### src/rtl/logs_pwm_demod.sv
// logs_pwm_demod: counts high cycles of audio_in over each 2^K-clock frame into a K+1-bit sample.
// Sample valid the cycle after frame end, held until consumed, and overwritten with sticky overrun if unread; LOGS_PWM_DEMOD_SYNC_EN adds a 2-flop synchronizer.
module logs_pwm_demod #(
    parameter int K = 2
) (
    input  logic         clk,
    input  logic         rst_n,
    input  logic         audio_in,
    input  logic         frame_sync,
    input  logic         sample_ready,
    output logic [K:0]   sample,
    output logic         sample_valid,
    output logic         overrun
);

    logic           r_s;
    logic [K-1:0]   r_cnt;
    logic [K:0]     r_acc;
    logic [K:0]     r_sample;
    logic           r_valid;
    logic           r_overrun;

    logic           w_frame_end;
    logic [K:0]     w_acc_next;

`ifdef LOGS_PWM_DEMOD_SYNC_EN
    logic [1:0]     r_sync;

    always_ff @(posedge clk or negedge rst_n) begin
        if (!rst_n) begin
            r_sync <= '0;
            r_s    <= 1'b0;
        end else begin
            r_sync <= {r_sync[0], audio_in};
            r_s    <= r_sync[1];
        end
    end
`else
    always_ff @(posedge clk or negedge rst_n) begin
        if (!rst_n) begin
            r_s <= 1'b0;
        end else begin
            r_s <= audio_in;
        end
    end
`endif

    // frame_sync on the last frame cycle suppresses the load entirely
    assign w_frame_end = (r_cnt == {K{1'b1}}) && !frame_sync;
    assign w_acc_next  = r_acc + {{K{1'b0}}, r_s};

    always_ff @(posedge clk or negedge rst_n) begin
        if (!rst_n) begin
            r_cnt <= '0;
            r_acc <= '0;
        end else if (frame_sync) begin
            r_cnt <= '0;
            r_acc <= '0;
        end else begin
            r_cnt <= r_cnt + K'(1);
            r_acc <= w_frame_end ? '0 : w_acc_next;
        end
    end

    always_ff @(posedge clk or negedge rst_n) begin
        if (!rst_n) begin
            r_sample  <= '0;
            r_valid   <= 1'b0;
            r_overrun <= 1'b0;
        end else begin
            if (w_frame_end) begin
                r_sample <= w_acc_next;
                r_valid  <= 1'b1;
                if (r_valid && !sample_ready) begin
                    r_overrun <= 1'b1;
                end
            end else if (r_valid && sample_ready) begin
                r_valid <= 1'b0;
            end
        end
    end

    assign sample       = r_sample;
    assign sample_valid = r_valid;
    assign overrun      = r_overrun;

endmodule
### config.mk
export PLATFORM = sky130hd
export DESIGN_NAME = logs_pwm_demod
export DESIGN_NICKNAME = d
export VERILOG_FILES = /design/src/rtl/logs_pwm_demod.sv
export SDC_FILE = /design/constraint.sdc
export NUM_CORES = 1
export LEC_CHECK = 0
export CORE_AREA = 4 4 41 43
export CTS_CLUSTER_DIAMETER = 120
export DETAILED_ROUTE_END_ITERATION = 16
export DIE_AREA = 0 0 45 47
export GPL_TIMING_DRIVEN = 0
export MAX_ROUTING_LAYER = met4
export PLACE_DENSITY = 0.58
export RECOVER_POWER = 25
export SYNTH_ARGS = -nofsm -noshare
export SYNTH_HDL_FRONTEND = slang
export SYNTH_SLANG_ARGS = --single-unit
### constraint.sdc
create_clock -name clk -period 1.39 [get_ports clk]
set_input_delay 0.278 -clock clk [delete_from_list [all_inputs] [get_ports clk]]
set_output_delay 0.278 -clock clk [all_outputs]
set_load 0.005 [all_outputs]
# Word-level counts from Yosys, hierarchy flattened
# Cells that the tools add are included.
dict set report classes {
  add_sub_neg 2
  n_mul 0
  n_div 0
  magnitude_cmp 0
  n_eq_ne 1
  n_shift 0
  muxes 5
  n_bitwise 0
  reduce_logical 7
}
# operator count
set ops {}
lappend ops {{3-bit two-way mux} 2}
lappend ops {{3-bit by 1-bit adder with 3-bit output} 1}
lappend ops {{1-bit logical AND} 3}
lappend ops {{2-bit by 1-bit adder with 2-bit output (second input constant)} 1}
lappend ops {{2-bit equality test (second input constant)} 1}
lappend ops {{1-bit logical NOT} 2}
lappend ops {{1-bit two-way mux} 2}
lappend ops {{2-bit two-way mux} 1}
lappend ops {{2-bit AND reduction} 1}
lappend ops {{2-bit nonzero test} 1}
dict set report totals {
  register_bits 11
  latch_bits 0
  ramBits 0
  mem_bits_ro 0
  in_bits 5
  output_inout_bits 5
  mem_count 0
}

# Logic depth before layout (Yosys ltp)
dict set report logic_depth {
  word_depth 4
  depth_mapped 4
  ltp_nobuf 4
}

# Worst setup path before layout
# Ideal clock, no wire load.
dict set report synth_path {
  path_kind {register to register}
  from {reg r_s}
  to {reg r_sample[1] (netlist: sample[1])}
  setup_time_ns 0.125
  arrival_ns 1.056
  path_slack_ns 0.209
  path_stages_with_launch 4
  period_less_slack_ns 1.181
  path_cell_list {dfrtp_1 ha_1 ha_1 mux2_4}
}
dict set report synth_via {
  elab_chain_len 1
}
# element line
set synth_lines {}
lappend synth_lines {{from (decl)} 16} ;# logic r_s;
lappend synth_lines {{from (signal assigned)} 43} ;# r_s <= audio_in;
lappend synth_lines {{3-bit by 1-bit adder with 3-bit output} 50} ;# assign w_acc_next = r_acc + {{K{1'b0}}, r_s};
lappend synth_lines {{named net w_acc_next[1]} 24} ;# logic [K:0] w_acc_next;
lappend synth_lines {{to (signal assigned)} 72} ;# r_sample <= w_acc_next;
lappend synth_lines {{to (decl)} 19} ;# logic [K:0] r_sample;
# The timed path passes the listed nets, and every way through them passes these cells.
# A chain may end at the register's enable or synchronous reset.

# Final worst setup path
dict set report layout_path {
  from {reg r_cnt[0]}
  to {reg r_sample[0] (netlist: sample[0])}
}
dict set report layout_via {
  elab_chain_len 2
}
# element line
set layout_lines {}
lappend layout_lines {{from (decl)} 17} ;# logic [K-1:0] r_cnt;
lappend layout_lines {{from (signal assigned)} 60} ;# r_cnt <= r_cnt + K'(1);
lappend layout_lines {{2-bit equality test} 49} ;# assign w_frame_end = (r_cnt == {K{1'b1}}) && !frame_sync;
lappend layout_lines {{1-bit logical AND} 49}
# No other way between the ends.

==> summary.txt <==
Run status
  – Outcome: finished clean

CTS
  – Post-CTS Hold Buffers: 0
  – Clock sinks: 11
  – Clock Latency Late Sink: 260 ps
  – Inserted Clock Buffers: 3
  – Max clock buf depth: 2
  – H-Tree Depth: 1
  – Worst-path clk slew: 70 ps
  – Clock Tree Root: clkbuf_4
  – CTS tree: yes

Power
  – Pwr Density: 1310 nW/um^2
  – Sequential share of power: 51.4%
  – Peak VDD IR: 0.436 mV
  – Switch share: 22.6%
  – Psw: 0.170 mW
  – Pleak: 0.344 nW
  – Clock power frac: 27.8%
  – Gate power share: 20.8%
  – Pint: 0.583 mW

Final layout
  – Fraction of layout cells with a size suffix above 1: 19.0%
  – Layout net count: 51
  – # diodes: 0
  – Final core area utilization: 44.3%
  – Area grow syn2layout: 34.4%

Worst setup path
  – Worst Path Arrival: 1370 ps
  – Critical path fanouts, max: 5
  – CP Class: register to register
  – Reg2Reg Depth: 3
  – Critical Path Source Type: register
  – Worst setup EP type: register
  – Critical path required time: 1540 ps

Die
  – Die width: 45 um
  – Die area: 2120 um^2
  – Starting density of the core: 33.0%
  – I/O pin count: 10
  – Core footprint: 1300 um^2
  – Die Span Y: 47 um
  – # rows: 13

Hold path
  – Min-delay worst type: input port to async pin

Synth
  – Distinct cells, synth: 14
  – Post-synth top area share: 64.1%
  – Synth top area cells: dfrtp_1, ha_1, mux2_4
  – Mapped Area: 429 um^2
  – Yosys reg bits: 11
  – Mean Syn Cell Area: 15.3 um^2
  – Leading area contributor after synthesis: dfrtp_1
  – Post-Synthesis Cells: 28
  – Sequential area share after synthesis: 64.1%
  – Synthesized Nets: 36
  – Synth warn: 0

Routing
  – Post-route DRC: 0
  – Via count: 265
  – Routed wire length: 674 um
  – DR iter-0 viols: 4
  – Vias per inst: 4.65
  – TritonRoute pass-1 iters: 4
  – Post-route ant nets: 0
  – Per-cell routed wire length: 11.8 um

STA
  – RSZ-0062 raised after global routing: no
  – Final number of hold-violating endpoints: 0
  – Setup TNS: 0 ps
  – Crit path time final: 1230 ps
  – Max Freq: 0.816 GHz
  – Max Slew Vio Count: 0
  – Worst rel slew slack: 67.3%
  – Post-route setup slack: 164 ps
  – Hold Worst Slack: 412 ps
  – Fin crit share: 88.2%
  – Setup Skew: 2.66 ps
  – Worst-Margin Slew: 489 ps
  – Final setup violation count: 0

Job
  – Max cap viols: 0

GRT
  – Total GRT Usage: 7.79%
  – Initial antenna violation count: 0
  – First-pass GRT wire length: 1.08 mm
  – Vias in the first global route: 266
  – Largest net degree at the start of global routing: 12
  – GRT overflow: 0

Place
  – GPL Wtd Cong: 0.716
  – DP Worst Slack: -103 ps
  – Port bufs: 9
==> critical path: stages (launching register included) <==
cell,delay (ps)
dfrtp_1,390
ha_1,280
nand2b_4,140
mux2_4,300
==> cell usage in the layout (no fill, tap or decap) <==
master           netlist  routed
dfrtp_1               11      11
ha_1                   3       3
clkbuf_4               0       3
dlymetal6s2s_1         0       3
nor3b_1                2       2
mux2_4                 2       2
dlygate4sd3_1          0       2
clkdlybuf4s50_1        0       2
dlygate4sd2_1          0       2
nor2_1                 1       1
xnor2_1                1       1
nor3_1                 1       1
and2b_2                1       1
nand2b_4               1       1
nand2b_1               1       1
nand2_1                1       1
o21bai_1               1       1
inv_1                  1       1
mux2i_1                1       1
clkbuf_1               0       1
buf_4                  0       1
==> state kept, by name, indices dropped and copies added (netlist names) <==
register / count
r_s: 1
r_cnt: 2
sample_valid: 1
overrun: 1
sample: 3
r_acc: 3
==> worst paths after layout <==
check | startpoint | end | slack, ps
worst max-delay path | r_cnt[0]$_DFF_PN0_ | sample[0]$_DFFE_PN0P_ | 160
worst min-delay path | rst_n | sample_valid$_DFFE_PN0P_ | 410
worst max register to register | r_cnt[0]$_DFF_PN0_ | sample[0]$_DFFE_PN0P_ | 160
worst min register to register | r_cnt[0]$_DFF_PN0_ | r_cnt[0]$_DFF_PN0_ | 440
max in group asynchronous | rst_n | r_acc[0]$_DFF_PN0_ | 650
min in group clk | r_cnt[0]$_DFF_PN0_ | r_cnt[0]$_DFF_PN0_ | 440
==> kinds of logic (layout without fill, tap and decap cells) <==
| logic type | count (synthesis) | in the layout | share of synthesized area (%) |
|---|---|---|---|
| fa+ha+maj | 3 | 3 | 8.75 |
| xor+xnor | 1 | 1 | 2.04 |
| simple gates | 8 | 8 | 13.1 |
| mux | 3 | 3 | 9.33 |
| buf+inv | 1 | 15 | 0.874 |
| compound gates | 1 | 1 | 1.75 |
| flops | 11 | 11 | 64.1 |
==> synth_stat cells (all sizes together) <==
cell type,n
xnor2,1
o21bai,1
nand2b,2
nor2,1
inv,1
nor3b,2
nand2,1
and2b,1
mux2,2
ha,3
dfrtp,11
nor3,1
mux2i,1
==> power by group through the flow <==
stage | clock network [mW] | logic, mW | registers, mW
after global routing | 0.228 | 0.173 | 0.391
after global placement | 0 | 0.166 | 0.393
after CTS | 0.217 | 0.165 | 0.388
after floorplan | 0 | 0.0658 | 0.397
final | 0.209 | 0.156 | 0.387
after detailed placement | 0 | 0.167 | 0.396
==> cell type report <==
| type | count | area, um^2 |
|---|---|---|
| fillers | 121 | 724 |
| flip-flops and latches | 11 | 275 |
| multi-input cells | 16 | 150 |
| repair buffers | 10 | 103 |
| clock buffers | 4 | 26.3 |
| well taps | 15 | 18.8 |
| inverters | 1 | 3.75 |
==> repair_timing <==
action | CTS | global route
setup buffers | 1 | 0
setup endpoints to repair | 3 | 3
resized for setup | 2 | 3
==> routing by layer <==
layer	part of all wire [%]	up-vias	track usage, %
met5	0	-	-
met4	0	0	5.26
met3	9.1	0	2.30
met2	47	15	11.3
met1	44	128	9.29
li1	-	122	-
==> through the flow <==
step | power, mW | instances | area (um^2)
floorplan | 0.463 | 28 | 429
global placement | 0.559 | 52 | 538
CTS | 0.769 | 57 | 569
detailed placement | 0.562 | 52 | 538
finish | 0.753 | 57 | 577
global route | 0.792 | 57 | 577
(Power assumes the default switching activity.)
==> edit 1 (same settings) <==
`K`: 2 -> 1. Comments in the files are not updated.
--- a/src/rtl/logs_pwm_demod.sv
+++ b/src/rtl/logs_pwm_demod.sv
@@ -1,7 +1,7 @@
 // logs_pwm_demod: counts high cycles of audio_in over each 2^K-clock frame into a K+1-bit sample.
 // Sample valid the cycle after frame end, held until consumed, and overwritten with sticky overrun if unread; LOGS_PWM_DEMOD_SYNC_EN adds a 2-flop synchronizer.
 module logs_pwm_demod #(
-    parameter int K = 2
+    parameter int K = 1
 ) (
     input  logic         clk,
     input  logic         rst_n,
Interface: changed (resized sample); port bits go from 10 to 9. The function was not compared with the original's and may differ.
==> edit 1 against the unedited design <==
Total power is 31% lower. Synthesized cell count shrank 25%. Wire length down 20%. Critical path depth decreased by 2. Largest cell class unchanged. Setup slack improved by 53 ps. Sequential cell count is 3 lower. Count of clock-buffer cells in the layout down 1. Synthesized area decreased by 30%. Final area is 27% lower. Clock skew hardly changed. First-iteration DRC count shrank 25%. Via count is 27% lower. Final cell count is 18% lower. Largest power group unchanged.
==> edit 1: results (changes against the unedited design) <==
status: "finished, final reports clean"
reg2reg_slack_ps: 340  # +180 ps
post_cts_buffers: 0  # -1
slowest_delay_ps: 380
htreeDepth: 1  # unchanged
r2r_start: "r_s"
drt_pass1_iterations: 2  # -2
nets: 40  # -22%
clk_path_buf_depth: 2  # unchanged
ys_warn_count: 0  # unchanged
cts_root_buf: "clkbuf_4"
dp_slack_ps: 32.23  # +135.0 ps
slowest_stage: "dfrtp_1"
ir_worst_vdd_mv: 0.3349  # -23%
drtIter0Drc: 3  # -1
wirelength_um: 539  # -20%
drive_gt1_share_pct: 15.63  # -3.4 points
slew_headroom_pct: 75.77  # +8.5 points
clk_latency_ps: 250
grt_max_degree: 9  # -3
skew_ps: 2.669  # +0.005850 ps
clkSlewWorstSetupHoldPaths_ps: 50  # -20 ps
crit_start: "sample[0]"
place_congestion: 0.6532  # -8.8%
antenna_found_initial: 0  # unchanged
synth_nets: 27  # -25%
grt_pass1_vias: 222  # -17%
cts_made_buffers: 3  # unchanged
yosys-top-cells-count: "dfrtp_1 (8), inv_1 (3)"
grt_pass1_wl_um: 938  # -13%
timing.final.crit_share_pct: 84.42  # -3.8 points
num-fill-cells: 138  # +14%
total_leakage_power_uw: 0.0002216  # -36%
remaining_drc_errors: 0  # unchanged
synth_async_sr_flop_share_pct: 100.0  # unchanged
io_buffers: 8  # -1
synth_cell_type_count: 12  # -2
ys.flop_type: "dfrtp_1"
ys_seq_area_share_pct: 66.95  # +2.8 points
synth_area_leaders: "dfrtp_1 (67%), mux2_4 (5.0%), nand2b_4 (4.6%)"
crit_arrival_ps: 900  # -470 ps
grt_use_total_pct: 7.166  # -0.63 points
vias_per_cell: 4.106  # -12%
crit_fanout: 2  # -3
[edit 1: routing by layer]
metal | global-route usage, % | wire length [um] | vias to the layer above
met4 | 7.018 | 0 | 0
met3 | 3.831 | 64 | 0
met2 | 10.73 | 247 | 11
li1 | - | - | 89
met5 | - | 0 | -
met1 | 6.308 | 227 | 93
[edit 1: where the power goes]
part,switching [uW],internal (uW),leakage [uW],total [uW]
combinational,27.0,46.1,0.000110,73.1
sequential,12.0,255,0.0000979,267
clock,78.8,98.8,0.0000138,178
[edit 1: logic make-up after synthesis]
kind of cell	count (synthesis)	share of synthesized area (%)
buffers and inverters	3	3.765
adder cells (fa/ha/maj)	1	4.183
multiplexers	2	8.367
XOR/XNOR	1	2.929
AO/OA/AOI/OAI	2	4.183
flip-flops	8	66.94
AND/OR/NAND/NOR	4	9.621
[edit 1: cell type report]
class | instances | share of cell area [%]
clock buffers | 3 | 5.325
inverters | 3 | 2.663
multi-input cells | 10 | 20.71
flip-flops and latches | 8 | 47.34
well taps | 15 | 4.438
repair buffers | 8 | 19.53
[edit 1: repair_timing]
| item | CTS | global route |
|---|---|---|
| setup endpoints to repair | 2 | 2 |
| resized for setup | 2 | 2 |
| hold buffers | 0 | 0 |
[edit 1: worst paths after layout]
path,cells after the start,end
setup / recovery,1,sample[0]
hold / removal,1,sample_valid
setup reg to reg,2,sample[0]
hold reg to reg,2,overrun
max in group asynchronous,1,r_acc[1]
min in group clk,2,overrun
[edit 1: metrics by stage]
step / hold slack [ps] / cell area (um^2) / cells
final: 369.5 / 422.9 / 47
after global routing: 411.3 / 422.9 / 47
after CTS: 306.5 / 417.9 / 47
after detailed placement: 473.8 / 397.9 / 44
after global placement: 448.1 / 397.9 / 44
after floorplan: -17.59 / 299.0 / 21
==> edit 2 (config.mk and constraints unchanged) <==
Without the edit above. Register the output `overrun` once more, with the module's reset; this adds one clock of latency there. The other outputs are not delayed to match. Comments in the files are not updated.
--- a/src/rtl/logs_pwm_demod.sv
+++ b/src/rtl/logs_pwm_demod.sv
@@ -82,6 +82,12 @@
 
     assign sample       = r_sample;
     assign sample_valid = r_valid;
-    assign overrun      = r_overrun;
+    always_ff @(posedge clk or negedge rst_n) begin
+        if (!rst_n) begin
+            overrun <= '0;
+        end else begin
+            overrun <= r_overrun;
+        end
+    end
 
 endmodule
Function: changed (a bounded check fails within 10 cycles, from zero or initial values and one cycle with rst_n low).
==> edit 2 against the unedited design <==
Sequential cell count up 1. Setup slack worse by 39 ps. Final area grew 4.8%. Synthesized area is 5.8% higher. Wire length is 5.2% lower. Critical path type is now in2reg. Total power increased by 11%. Non-clock buffer count stayed put. Largest cell class unchanged. Die area is the same. Combinational power is 3% lower. Critical path depth is the same. Sequential power increased by 8.3%.
==> edit 2: results (changes against the unedited design) <==
status: "finished, final reports clean"
avgSynthCellArea_um2: 15.66  # +2.2%
wl_met1_um: 259  # -12%
yosys-top-cells-count: "dfrtp_1 (12), ha_1 (3), mux2_4 (2), nor3b_1 (2)"
synth_nets: 37  # +2.8%
crit_arrival_ps: 1430  # +60 ps
htreeDepth: 1  # unchanged
skew_ps: 5.570  # +2.908 ps
diodes: 0  # unchanged
vias: 259  # -2.3%
switching_share_pct: 21.63  # -0.95 points
drt_pass1_iterations: 2  # -2
clk_latency_ps: 270
cts_root_buf: "clkbuf_4"
ir_worst_vdd_mv: 0.5815  # +33%
synth_area_leaders: "dfrtp_1 (66%), ha_1 (8.3%), mux2_4 (6.6%)"
pwr-share-clk_pct: 32.2  # +4.4 points
io_buffers: 9  # unchanged
total_leakage_power_uw: 0.0003385  # -1.5%
wire_per_inst_um: 11.02  # -6.8%
synth_async_sr_flop_share_pct: 100.0  # unchanged
clk_path_buf_depth: 2  # unchanged
routed.top_layer: "met4"
p_sw_uw: 181.5  # +6.8%
antenna_found_initial: 0  # unchanged
dr_wl_met3_um: 65  # +6.6%
wl_met2_um: 290  # -8.5%
slowest_delay_ps: 640  # +250 ps
ys_warn_count: 0  # unchanged
drtIter0Drc: 2  # -2
combPwrFrac_pct: 18.0  # -2.8 points
grt_use_total_pct: 8.714  # +0.92 points
grt_max_degree: 13  # +1
grt_pass1_wl_mm: 1.166  # +7.7%
crit_fanout: 6  # +1
vias_per_cell: 4.466  # -3.9%
nets: 52  # +2.0%
path_delay_family: "buffers and inverters"
grt_pass1_vias: 286  # +7.5%
place_inst: 53  # +1.9%
holdCritPathClass: "reg2reg"
ys_seq_area_share_pct: 66.12  # +2.0 points
slowest_stage: "dlygate4sd3_1"
cts_made_buffers: 3  # unchanged
slew_headroom_pct: 65.20  # -2.1 points
place_congestion: 0.6762  # -5.5%
drive_gt1_share_pct: 20.93  # +1.9 points
synth_cell_type_count: 14  # unchanged
clkSlewWorstSetupHoldPaths_ps: 70  # about the same
-- edit 2: cell count changes in the layout (fill, tap and decap cells not counted), sizes merged --
| cell | change |
|---|---|
| clkdlybuf4s50 | -1 |
| dlymetal6s2s | -2 |
| dfrtp | +1 |
| dlygate4sd2 | +2 |
| dlygate4sd3 | +1 |
-- edit 2: cells by family after synthesis --
group           share of synthesized area [%]
compound gates                          1.654
mux                                     8.816
flops                                   66.12
fa+ha+maj                               8.265
xor+xnor                                1.929
simple gates                            12.39
buf+inv                                0.8257
-- edit 2: final timing paths --
path | startpoint | slack, ps | end | cells past startpoint
max in group asynchronous | rst_n | 630 | r_overrun | 1
min reg2reg | r_overrun | 390 | overrun | 0
max reg2reg | r_s | 170 | sample[1] | 3
max | frame_sync | 120 | sample[1] | 3
min | r_overrun | 390 | overrun | 0
min in group asynchronous | rst_n | 410 | sample[2] | 1
-- edit 2: layer usage --
metal  global-route usage (%)  up-vias
li1                         -      124
met1                    8.353      120
met2                    12.71       11
met3                    3.831        4
met4                    8.772        0
met5                        -        -
-- edit 2: area by class of cell --
cell class	count	area, um^2
tap	15	18.77
fill	132	696.9
timing repair buffer	10	95.09
clock buffer	4	36.28
multi-input combinational	16	150.1
sequential	12	300.3
inverter	1	3.754
-- edit 2: repair_timing --
action                                  in CTS  in global routing
resized for setup                            4                  1
endpoints found under the setup margin       4                  1
buffers inserted                             1                  0
gates cloned                                 0                  0
-- edit 2: per-stage QoR --
stage	area, um^2	hold slack, ps	setup WS [ps]	util, %
after floorplan	454.2	-17.59	208.9	-
after global placement	563.0	357.0	-81.46	43.27
after detailed placement	563.0	375.1	-91.82	43.27
after CTS	601.8	354.5	2.533	46.25
after global routing	604.3	405.7	107.5	46.44
final	604.3	385.9	124.5	46.44
